`src/rtl/register_universal_nbit_negclk_if.sv`:
```
// Register bus: control, data and serial inputs plus outputs.
// Master drives operations, slave is the register.
interface register_universal_nbit_negclk_if #(
  parameter int WIDTH = 8
);
  logic             Enbar;
  logic [2:0]       Mode;
  logic [WIDTH-1:0] D;
  logic             SerInR;
  logic             SerInL;
  logic [WIDTH-1:0] Q;
  logic             Cout;
  logic             Zero;

  modport master (
    output Enbar, Mode, D, SerInR, SerInL,
    input  Q, Cout, Zero
  );

  modport slave (
    input  Enbar, Mode, D, SerInR, SerInL,
    output Q, Cout, Zero
  );
endinterface

```
`src/rtl/register_universal_nbit_negclk.sv`:
```
// Universal N-bit register on the falling clock edge:
// hold/load/shift/rotate/inc/dec with a registered carry flag.
module register_universal_nbit_negclk #(
  parameter int               WIDTH       = 8,
  parameter logic [WIDTH-1:0] RESET_VALUE = '0
) (
  input logic ClkN,
  input logic Clr,
  register_universal_nbit_negclk_if.slave bus
);

  typedef enum logic [2:0] {
    MHOLD = 3'b000,
    MLOAD = 3'b001,
    MSHR  = 3'b010,
    MSHL  = 3'b011,
    MROR  = 3'b100,
    MROL  = 3'b101,
    MINC  = 3'b110,
    MDEC  = 3'b111
  } mode_e;

  logic [WIDTH-1:0] qReg;
  logic             coutReg;
  logic [WIDTH-1:0] nextQ;
  logic             nextCout;
  mode_e            mode;

  assign mode = mode_e'(bus.Mode);

  // Next value of Q and Cout for the selected operation.
  always_comb begin
    nextQ    = qReg;
    nextCout = coutReg;
    unique case (mode)
      MHOLD: begin
        nextQ    = qReg;
        nextCout = coutReg;
      end
      MLOAD: begin
        nextQ    = bus.D;
        nextCout = 1'b0;
      end
      MSHR: begin
        nextQ    = {bus.SerInR, qReg[WIDTH-1:1]};
        nextCout = qReg[0];
      end
      MSHL: begin
        nextQ    = {qReg[WIDTH-2:0], bus.SerInL};
        nextCout = qReg[WIDTH-1];
      end
      MROR: begin
        nextQ    = {qReg[0], qReg[WIDTH-1:1]};
        nextCout = qReg[0];
      end
      MROL: begin
        nextQ    = {qReg[WIDTH-2:0], qReg[WIDTH-1]};
        nextCout = qReg[WIDTH-1];
      end
      MINC: begin
        nextQ    = qReg + 1'b1;
        nextCout = &qReg;
      end
      MDEC: begin
        nextQ    = qReg - 1'b1;
        nextCout = ~|qReg;
      end
      default: begin
        nextQ    = qReg;
        nextCout = coutReg;
      end
    endcase
  end

  // Falling-edge state: Clr first, then the active-low enable.
  always_ff @(negedge ClkN) begin
    if (Clr) begin
      qReg    <= RESET_VALUE;
      coutReg <= 1'b0;
    end else if (!bus.Enbar) begin
      qReg    <= nextQ;
      coutReg <= nextCout;
    end
  end

  assign bus.Q    = qReg;
  assign bus.Cout = coutReg;
  assign bus.Zero = ~|qReg;

endmodule
```
`src/flat_wrapper.sv`:
```
// flat-port wrapper written by rule: the top's interface ports become plain ports
module register_universal_nbit_negclk_flat 
#(
  parameter int               WIDTH       = 8,
  parameter logic [WIDTH-1:0] RESET_VALUE = '0
)
  (ClkN, Clr, bus_Enbar, bus_Mode, bus_D, bus_SerInR, bus_SerInL, bus_Q, bus_Cout, bus_Zero);
  register_universal_nbit_negclk_if #(.WIDTH(WIDTH)) bus_i ();
  input logic ClkN;
  input logic Clr;
  input wire logic [$bits(bus_i.Enbar)-1:0] bus_Enbar;
  input wire logic [$bits(bus_i.Mode)-1:0] bus_Mode;
  input wire logic [$bits(bus_i.D)-1:0] bus_D;
  input wire logic [$bits(bus_i.SerInR)-1:0] bus_SerInR;
  input wire logic [$bits(bus_i.SerInL)-1:0] bus_SerInL;
  output wire logic [$bits(bus_i.Q)-1:0] bus_Q;
  output wire logic [$bits(bus_i.Cout)-1:0] bus_Cout;
  output wire logic [$bits(bus_i.Zero)-1:0] bus_Zero;
  assign bus_i.Enbar = bus_Enbar;
  assign bus_i.Mode = bus_Mode;
  assign bus_i.D = bus_D;
  assign bus_i.SerInR = bus_SerInR;
  assign bus_i.SerInL = bus_SerInL;
  assign bus_Q = bus_i.Q;
  assign bus_Cout = bus_i.Cout;
  assign bus_Zero = bus_i.Zero;
  register_universal_nbit_negclk #(.WIDTH(WIDTH), .RESET_VALUE(RESET_VALUE)) u_core (.ClkN(ClkN), .Clr(Clr), .bus(bus_i));
endmodule
```
`config.mk`:
```
export PLATFORM = sky130hd
export DESIGN_NAME = register_universal_nbit_negclk_flat
export DESIGN_NICKNAME = d
export VERILOG_FILES = /design/src/rtl/register_universal_nbit_negclk_if.sv /design/src/rtl/register_universal_nbit_negclk.sv /design/src/flat_wrapper.sv
export SDC_FILE = /design/constraint.sdc
export NUM_CORES = 1
export LEC_CHECK = 0
export CAP_MARGIN = 25
export CORE_MARGIN = 3
export CORE_UTILIZATION = 35
export DETAILED_ROUTE_END_ITERATION = 8
export SYNTH_ARGS = -nofsm -noshare
export SYNTH_HDL_FRONTEND = slang
export SYNTH_SLANG_ARGS = --single-unit
```
`constraint.sdc`:
```
create_clock -name ClkN -period 3.7 [get_ports ClkN]
set_input_delay 0.555 -clock ClkN [delete_from_list [all_inputs] [get_ports ClkN]]
set_output_delay 0.555 -clock ClkN [all_outputs]
set_load 0.1 [all_outputs]
```
After elaboration in Yosys (flattened, before gate mapping)
Index checks and enable logic that the tools add are counted.
{"block": "op_classes", "n_addsub": 2, "eq_ne": 7, "n_mux": 2, "bitwise": 2, "n_reduce_logical": 7}
{"op": "8-bit one-hot mux with 7 select lines", "count": 1}
{"op": "3-bit equality test (second input constant)", "count": 4}
{"op": "8-bit by 1-bit adder with 8-bit output (second input constant)", "count": 1}
{"op": "8-bit AND reduction", "count": 1}
{"op": "8-bit OR reduction", "count": 1}
{"op": "8-bit by 1-bit subtractor with 8-bit output (second input constant)", "count": 1}
{"op": "3-bit by 2-bit equality test with 1-bit output (second input constant)", "count": 2}
{"op": "1-bit one-hot mux with 5 select lines", "count": 1}
{"op": "2-bit OR reduction", "count": 2}
{"op": "3-bit by 1-bit equality test with 1-bit output (second input constant)", "count": 1}
{"op": "3-bit logical NOT", "count": 1}
{"op": "1-bit inverter", "count": 2}
{"op": "2-bit AND reduction", "count": 1}
{"op": "1-bit logical NOT", "count": 1}
{"block": "totals", "reg_bits": 9, "in_bits": 16, "output_inout_bits": 10, "elab_cells": 22}

Logic depth before layout (Yosys ltp)
Gate-level depths: netlist (run 1).
{"block": "depth", "depth_word": 3, "depth_mapped": 9, "ltp_nobuf": 8}

==> reports/qor.log, run 1 <==
INFO  routing        postRouteWirelength=3.83mm
INFO  logic_synthesis synth-async-reset-ratio=0%
INFO  global_routing grt_overflow_total=0
INFO  routing        via_per_inst=5.79
INFO  cts            worst_skew_pair.late_latency=340ps
INFO  logic_synthesis synthesis.area_per_instance=7.30squm
INFO  worst_setup_path criticalPathCategory=reg2out
INFO  timing         setup_skew=14.4ps
INFO  finish         final_util=65.3%
INFO  routing        detail_route.drc_violations=0
INFO  power_and_ir_drop p_comb_share=57.1%
INFO  worst_setup_path critical_path.cell_chain=or4_4, or4_4, nor2_4, buf_12
INFO  placed_design  post_dp_hpwl=2.74mm
INFO  power_and_ir_drop power_per_unit_of_standard_cell_area=290nW/um^2
INFO  floorplan      chipHeight=60.6microns
INFO  worst_setup_path slowest_delay=550ps
INFO  cts            cts_made_buffers=3
INFO  hold_path      worst_hold_path_type=reg2reg
INFO  logic_synthesis synth.yosys.seq_area_share=17.3%
INFO  finish         n_antenna_cell=0
INFO  routing        detail_route.first_pass.iterations=4
INFO  worst_setup_path worstPathArrival=3820ps
INFO  routing        route.detailed.wl_per_inst=16.3microns
INFO  power_and_ir_drop power.sequential.fraction=20.7%
INFO  global_routing grt_first_pass_wirelength=5.85mm
INFO  finish         most-common-layout-cells=36 x sky130_fd_sc_hd__buf_4, 14 x sky130_fd_sc_hd__nor2_1, 14 x sky130_fd_sc_hd__nand2_1
INFO  power_and_ir_drop power_switching=0.240mW
INFO  outcome        failed_checks=negative setup slack
INFO  logic_synthesis synthDominantCellAreaShare=17.3%
INFO  worst_setup_path worst_ep_required_time=3140ps
INFO  worst_setup_path critical_path.slowest_cell=sky130_fd_sc_hd__or4_4
INFO  timing         finalMaxSlewViolations=0
INFO  cts            cts_tree=built
INFO  finish         layout.cells.most_common=sky130_fd_sc_hd__buf_4
INFO  floorplan      design.die.area=3670squm
INFO  worst_setup_path end_kind=output port
INFO  global_routing grt_start_max_net_pins=26
INFO  floorplan      floorplan.io_pins=26
INFO  logic_synthesis synthDistinctLibCells=48
INFO  timing         setup_viol_count_final=2
INFO  finish         final_nets=222
INFO  power_and_ir_drop overall_power_consumption=0.531mW
INFO  logic_synthesis syn-cell-area=1040squm
INFO  placed_design  globalplace.congestion=0.841
INFO  timing         worst-slew-pin-transition=495ps
INFO  floorplan      floorplan.die.width=60.6microns
INFO  power_and_ir_drop peakVddDrop=143uV
INFO  cts            clk_transition_reported_paths=40ps
INFO  cts            postCtsHoldBufs=0
INFO  logic_synthesis ys_ff_latch=9
INFO  worst_setup_path crit_path_start_kind=flop
INFO  cts            cts_max_path_bufs=2
INFO  outcome        run_status=finished, violations left
INFO  routing        ant_nets=0
INFO  logic_synthesis ys.flop_type=sky130_fd_sc_hd__dfxtp_1
INFO  worst_setup_path critPathMaxFanout=2
INFO  routing        drt_iter0_markers=46
INFO  floorplan      core-area=2810squm
INFO  finish         nFillCells=229
INFO  worst_setup_path cp_common_cell=sky130_fd_sc_hd__or4_4
INFO  routing        vias=1361
INFO  cts            htree_levels=1
INFO  global_routing track_usage=21.7%
INFO  logic_synthesis synth_edf_count=0
INFO  cts            number_of_clock_sinks=9
INFO  floorplan      effective_utilization_at_floorplan=37.2%
INFO  timing         post-route-worst-setup-slack=-680ps
INFO  cts            root_buffer_master=sky130_fd_sc_hd__clkbuf_4
INFO  placed_design  place_worst_setup_slack=-911ps
INFO  global_routing grt_pass1_vias=1279
INFO  placed_design  port-buffer-count=25
INFO  power_and_ir_drop power.clock.fraction=22.1%
INFO  finish         drive_gt1_share=37.7%
INFO  logic_synthesis nets_in_the_synthesized_netlist=160
INFO  timing         setup_repair_after_global_routing_missed_its_margin=true
INFO  global_routing antenna_found_initial=0
INFO  power_and_ir_drop power.internal=0.291mW
INFO  job            max_cap_violations=0
INFO  power_and_ir_drop swShare=45.2%
INFO  finish         syn_to_layout_area_delta=75.7%
INFO  floorplan      num_rows=19
INFO  power_and_ir_drop p_leak=0.783nW
INFO  logic_synthesis number_of_standard_cells_after_synthesis=143
INFO  worst_setup_path critical_path_buf_inv_count=1
INFO  logic_synthesis synth.yosys.warnings=0
INFO  timing         max-slew-margin-rel=66.1%
INFO  logic_synthesis netlist_top_cells_area=sky130_fd_sc_hd__dfxtp_1 17%, sky130_fd_sc_hd__mux2i_1 5.8%, sky130_fd_sc_hd__nand2_1 5.0%, sky130_fd_sc_hd__nor2_1 5.0%, sky130_fd_sc_hd__xnor2_1 3.4%
INFO  timing         whs=558ps
INFO  logic_synthesis yosys.area.top_type=sky130_fd_sc_hd__dfxtp_1
INFO  worst_setup_path largest_delay_share_family_worst_path=simple AND/OR/NAND/NOR gates
INFO  timing         final-hold-violation-count=0
## per-layer routing
| layer | up-vias | track usage, % | part of all wire, % |
|---|---|---|---|
| met5 | - | 0 | 0 |
| met4 | 0 | 9.60 | 0.81 |
| met3 | 2 | 4.26 | 6.6 |
| met2 | 59 | 35.7 | 50 |
| met1 | 638 | 27.3 | 43 |
| li1 | 662 | - | - |
## cells by family (layout without fill, tap and decap cells)
kind of cell,after synthesis,count (layout),share of synthesized area [%]
flops,9,9,17.3
mux,9,9,8.99
compound gates,40,40,28.8
buf+inv,18,79,8.51
fa+ha+maj,1,1,1.20
simple gates,60,60,30.2
xor+xnor,6,6,5.04
## power groups by stage
stage	combinational, mW	clock [mW]	sequential [mW]
2_1_floorplan	0.118	0.0166	0.160
3_3_place_gp	0.274	0.0166	0.111
3_5_place_dp	0.278	0.0166	0.112
4_1_cts	0.288	0.122	0.110
5_1_grt	0.319	0.135	0.111
6_report	0.304	0.118	0.110
## registers in the layout, indices dropped and copies added, names as in the netlist
name / flops
u_core.bus.Cout: 1
u_core.bus.Q: 8
## repair_timing
item,CTS,global route
resized for setup,20,13
setup buffers,5,1
hold endpoints to repair,0,0
endpoints found under the setup margin,10,6
pin swaps,5,10
## through the flow
step	TNS [ps]	cell area [sq um]	std cells
floorplan	-1540	1060	143
global placement	-5730	1630	217
detailed placement	-6070	1630	217
CTS	-752	1750	234
global route	-864	1830	235
finish	-758	1830	235
## synthesized netlist by cell type, types with 2 or more instances
cell type	instances
sky130_fd_sc_hd__nand2_1	14
sky130_fd_sc_hd__nor2_1	14
sky130_fd_sc_hd__dfxtp_1	9
sky130_fd_sc_hd__clkbuf_1	6
sky130_fd_sc_hd__mux2i_1	6
sky130_fd_sc_hd__nor3_1	6
sky130_fd_sc_hd__a21oi_1	5
sky130_fd_sc_hd__buf_2	5
sky130_fd_sc_hd__nand3_1	5
sky130_fd_sc_hd__a211oi_1	4
sky130_fd_sc_hd__inv_1	4
sky130_fd_sc_hd__nor4_1	4
sky130_fd_sc_hd__xnor2_1	4
sky130_fd_sc_hd__a221oi_1	3
sky130_fd_sc_hd__mux2_1	3
sky130_fd_sc_hd__nand2b_1	3
sky130_fd_sc_hd__nand3b_1	3
sky130_fd_sc_hd__o21ai_1	3
sky130_fd_sc_hd__o221ai_1	3
sky130_fd_sc_hd__a311oi_1	2
sky130_fd_sc_hd__a31oi_1	2
sky130_fd_sc_hd__buf_6	2
sky130_fd_sc_hd__nor2b_1	2
sky130_fd_sc_hd__o21ai_0	2
sky130_fd_sc_hd__o21bai_1	2
sky130_fd_sc_hd__o22ai_1	2
sky130_fd_sc_hd__o31a_1	2
sky130_fd_sc_hd__or4_4	2
sky130_fd_sc_hd__xor2_1	2
## final cells by class
class                   instances  area, sq um  area share (%)
clock buffers                   3         22.5            1.23
clock inverters                10         37.5            2.05
inverters                       3         11.3           0.614
multi-input cells             116          877            47.8
flip-flops and latches          9          190            10.4
well taps                      31         38.8            2.12
repair buffers                 63          656            35.8
## tightest hold or removal path: cells and delay by family (launching register included)
family / cells / cell delay (ps)
and+or+nand+nor: 1 / 110
AOI/OAI and AO/OA: 1 / 70
DFF: 1 / 330
## final timing paths
| check | from | to | slack (ps) | cells past startpoint |
|---|---|---|---|---|
| worst min-delay path | u_core.bus.Cout$_SDFFE_NP0P_ | u_core.bus.Cout$_SDFFE_NP0P_ | 560 | 2 |
| worst max register to register | u_core.bus.Q[1]$_SDFFE_NP0P_ | u_core.bus.Cout$_SDFFE_NP0P_ | 1630 | 7 |
| worst min register to register | u_core.bus.Cout$_SDFFE_NP0P_ | u_core.bus.Cout$_SDFFE_NP0P_ | 560 | 2 |
| worst max-delay path | u_core.bus.Q[1]$_SDFFE_NP0P_ | bus_Zero | -680 | 4 |
No activity file was read; power rests on OpenSTA's default activity.
==> run 2: changes to the inputs <==
- ABC_AREA: default -> 1
==> run 2 against run 1 <==
  * The flow now finishes without violations
  * Register-to-register slack improved by 280 ps
  * Die area fell by 1.6%
  * Non-clock buffer count fell by 7
  * Critical path depth did not move
  * Clock skew fell by 3.9 ps
  * Sequential power barely moved
  * Flip-flop and latch count did not move
  * Utilization rose by 0.52 points
  * Synthesized cell count rose by 19%
  * Design area fell by 5.3%
  * Critical path type unchanged
==> reports/qor.log, run 2 <==
INFO  outcome        run_status=completed
INFO  power_and_ir_drop power_per_unit_of_standard_cell_area=280nW/um^2 [-3.4%]
INFO  floorplan      design.die.area=3610squm [-1.6%]
INFO  floorplan      floorplan.io_pins=26 [unchanged]
INFO  timing         finalMaxSlewViolations=0 [unchanged]
INFO  logic_synthesis syn-cell-area=1020squm [-1.8%]
INFO  routing        ant_nets=0 [unchanged]
INFO  timing         post-route-worst-setup-slack=21.2ps [+701 ps]
INFO  power_and_ir_drop swShare=46.2% [+1.0 points]
INFO  hold_path      worstHoldStart=u_core.bus.Cout$_SDFFE_NP0P_
INFO  timing         setup_viol_count_final=0 [-2]
INFO  worst_setup_path critical_path.slowest_cell=sky130_fd_sc_hd__dfxtp_4
INFO  logic_synthesis synthDistinctLibCells=32 [-33%]
INFO  placed_design  port-buffer-count=25 [unchanged]
INFO  worst_setup_path worst_ep_required_time=3140ps [about the same]
INFO  timing         whs=514ps [-44.7 ps]
INFO  cts            cts_max_path_bufs=2 [unchanged]
INFO  logic_synthesis synth_edf_count=0 [unchanged]
INFO  power_and_ir_drop power_switching=0.225mW [-6.4%]
INFO  worst_setup_path critPathMaxFanout=2 [unchanged]
INFO  logic_synthesis synth.top_cells.by_count=46 x sky130_fd_sc_hd__nand2_1, 24 x sky130_fd_sc_hd__inv_1, 18 x sky130_fd_sc_hd__nand3_1
INFO  logic_synthesis yosys.area.top_type=sky130_fd_sc_hd__dfxtp_1
INFO  placed_design  place_area=1620squm [-0.62%]
INFO  worst_setup_path criticalPathCategory=reg2out
INFO  timing         totalNegativeSetupSlack=0ps [+758 ps]
INFO  worst_setup_path crit_path_start_kind=flop
INFO  cts            htree_levels=1 [unchanged]
INFO  timing         max-slew-margin-rel=79.1% [+13 points]
INFO  routing        postRouteWirelength=3.48mm [-9.1%]
INFO  finish         layout.cells.most_common=sky130_fd_sc_hd__nand2_1
INFO  global_routing grt_pass1_vias=1364 [+6.6%]
INFO  timing         worst-slew-pin-transition=313ps [-182 ps]
INFO  finish         syn_to_layout_area_delta=69.4%
INFO  cts            clk_transition_reported_paths=40ps [about the same]
INFO  global_routing grt_util_met3=4.75% [+0.50 points]
INFO  power_and_ir_drop power.sequential.fraction=23.3% [+2.6 points]
INFO  worst_setup_path worst_r2r_startpoint=u_core.bus.Q[1]$_SDFFE_NP0P_
INFO  finish         drive_gt1_share=34.6% [-3.1 points]
INFO  global_routing grtUsageMet1=29.5% [+2.3 points]
INFO  routing        detail_route.first_pass.iterations=4 [unchanged]
INFO  logic_synthesis nets_in_the_synthesized_netlist=187 [+17%]
INFO  floorplan      floorplan.die.width=60.1microns [-0.81%]
INFO  finish         final_util=65.9% [+0.52 points]
INFO  global_routing use_met2=33.3% [-2.4 points]
INFO  timing         final-hold-violation-count=0 [unchanged]
INFO  routing        drt_iter0_markers=63 [+37%]
INFO  routing        route.detailed.wl_per_inst=13.2microns [-19%]
INFO  timing         setup_repair_after_global_routing_missed_its_margin=true
INFO  global_routing grt_first_pass_wirelength=6.05mm [+3.4%]
INFO  cts            root_buffer_master=sky130_fd_sc_hd__clkbuf_4
INFO  logic_synthesis synthDominantCellAreaShare=17.6% [+0.32 points]
INFO  job            max_cap_violations=0 [unchanged]
INFO  logic_synthesis synthesis.area_per_instance=6.03squm [-17%]
INFO  floorplan      core-area=2640squm [-6.1%]
INFO  power_and_ir_drop p_leak=0.855nW [+9.1%]
INFO  power_and_ir_drop p_comb_share=53.5% [-3.6 points]
INFO  power_and_ir_drop peakVddDrop=224uV [+57%]
INFO  global_routing busiest_layer=met2
INFO  routing        via_per_inst=5.32 [-8.2%]
INFO  cts            number_of_clock_sinks=9 [unchanged]
INFO  finish         most-common-layout-cells=46 x sky130_fd_sc_hd__nand2_1, 30 x sky130_fd_sc_hd__buf_4, 28 x sky130_fd_sc_hd__inv_1
INFO  cts            cts_tree=built
INFO  global_routing antenna_found_initial=0 [unchanged]
INFO  finish         n_antenna_cell=0 [unchanged]
INFO  cts            cts_made_buffers=3 [unchanged]
INFO  worst_setup_path slowest_delay=340ps [-210 ps]
INFO  hold_path      worst_hold_path_type=reg2reg
INFO  power_and_ir_drop power.internal=0.261mW [-10%]
INFO  placed_design  post_dp_hpwl=2.72mm [-0.90%]
INFO  cts            postCtsHoldBufs=0 [unchanged]
INFO  worst_setup_path worstPathArrival=3120ps [-700 ps]
INFO  global_routing grt_overflow_total=0 [unchanged]
INFO  logic_synthesis synth-async-reset-ratio=0% [unchanged]
INFO  finish         final_nets=252 [+14%]
INFO  logic_synthesis ys.flop_type=sky130_fd_sc_hd__dfxtp_1
INFO  power_and_ir_drop power.clock.fraction=23.2% [+1.1 points]
INFO  global_routing grt_start_max_net_pins=9 [-65%]
INFO  floorplan      chipHeight=60.1microns [-0.81%]
INFO  placed_design  place_worst_setup_slack=-656ps [+255 ps]
INFO  worst_setup_path end_kind=output port
INFO  timing         setup_skew=10.5ps [-3.88 ps]
INFO  finish         max_reg_flops=8 [unchanged]
INFO  worst_setup_path critical_path.startpoint=u_core.bus.Q[3]$_SDFFE_NP0P_
INFO  finish         final_cell_area_excluding_filler_cells=1740squm [-5.3%]
INFO  logic_synthesis synth.yosys.warnings=0 [unchanged]
INFO  logic_synthesis ys_ff_latch=9 [unchanged]
INFO  routing        detail_route.drc_violations=0 [unchanged]
INFO  logic_synthesis synth_most_common_cell=sky130_fd_sc_hd__nand2_1
INFO  floorplan      num_rows=18 [-1]
INFO  floorplan      effective_utilization_at_floorplan=38.9% [+1.7 points]
INFO  global_routing track_usage=21.7% [+0.076 points]
INFO  routing        vias=1404 [+3.2%]
INFO  placed_design  globalplace.congestion=0.888 [+5.6%]
INFO  cts            worst_skew_pair.late_latency=330ps [about the same]
INFO  logic_synthesis number_of_standard_cells_after_synthesis=170 [+19%]
INFO  logic_synthesis synth.yosys.seq_area_share=17.6% [+0.32 points]
INFO  logic_synthesis netlist_top_cells_area=sky130_fd_sc_hd__dfxtp_1 18%, sky130_fd_sc_hd__nand2_1 17%, sky130_fd_sc_hd__nand3_1 8.8%, sky130_fd_sc_hd__inv_1 8.8%, sky130_fd_sc_hd__o21ai_0 6.8%
INFO  worst_setup_path critical_path.cell_chain=nor2_4, nand3_2, nor3_4, buf_12
## run 2: cell types whose count changed after synthesis, moves of 5 or more
cell	change
sky130_fd_sc_hd__inv_1	+20
sky130_fd_sc_hd__nor2_1	-6
sky130_fd_sc_hd__mux2i_1	-6
sky130_fd_sc_hd__nand3_1	+13
sky130_fd_sc_hd__nand2_2	+5
sky130_fd_sc_hd__nand2_1	+32
sky130_fd_sc_hd__clkbuf_1	-6
sky130_fd_sc_hd__o21ai_0	+12
## run 2: cell families (layout without fill, tap and decap cells)
| logic type | Yosys count | count (layout) | share of synthesized area, % |
|---|---|---|---|
| xor+xnor | 1 | 1 | 0.855 |
| compound gates | 40 | 40 | 24.9 |
| simple gates | 90 | 90 | 42.4 |
| flops | 9 | 9 | 17.6 |
| buf+inv | 29 | 93 | 13.1 |
| fa+ha+maj | 1 | 1 | 1.22 |
## run 2: power groups by stage
stage | Sequential [mW] | Clock, mW | Combinational [mW]
3_3_place_gp | 0.118 | 0.0165 | 0.241
5_1_grt | 0.114 | 0.134 | 0.279
4_1_cts | 0.114 | 0.117 | 0.251
2_1_floorplan | 0.163 | 0.0165 | 0.101
6_report | 0.113 | 0.113 | 0.260
3_5_place_dp | 0.118 | 0.0165 | 0.244
## run 2: layer usage
| layer | vias to the layer above | share of wire (%) |
|---|---|---|
| met3 | 9 | 5.4 |
| met1 | 645 | 45 |
| met5 | - | 0 |
| li1 | 703 | - |
| met4 | 0 | 1.9 |
| met2 | 47 | 47 |
## run 2: worst paths after layout
check,end,slack (ps),cells past startpoint
max,bus_Zero,20,4
min,u_core.bus.Cout$_SDFFE_NP0P_,510,2
max reg2reg,u_core.bus.Q[4]$_SDFFE_NP0P_,1910,16
min reg2reg,u_core.bus.Cout$_SDFFE_NP0P_,510,2
## run 2: metrics by stage
step	cells	power, mW
final	264	0.486
after global routing	264	0.527
after CTS	260	0.482
after detailed placement	246	0.378
after global placement	246	0.376
after floorplan	170	0.281
## run 2: layout make-up
cell class	count	area (sq um)
Fill cell	243	900
Multi-Input combinational cell	132	751
Timing Repair Buffer	56	574
Sequential cell	9	208
Inverter	24	105
Clock inverter	10	37.5
Tap cell	30	37.5
Clock buffer	3	22.5
## run 2: critical path, delay by kind of cell, from the launching register on
family / cells / cell delay [ps]
buffers and inverters: 1 / 200
flip-flops: 1 / 340
AND/OR/NAND/NOR: 3 / 410
## run 2: repair_timing
| action | in CTS | in global routing |
|---|---|---|
| setup buffers | 2 | 4 |
| resized for setup | 14 | 13 |
| pin swaps | 1 | 1 |
| setup endpoints to repair | 10 | 7 |
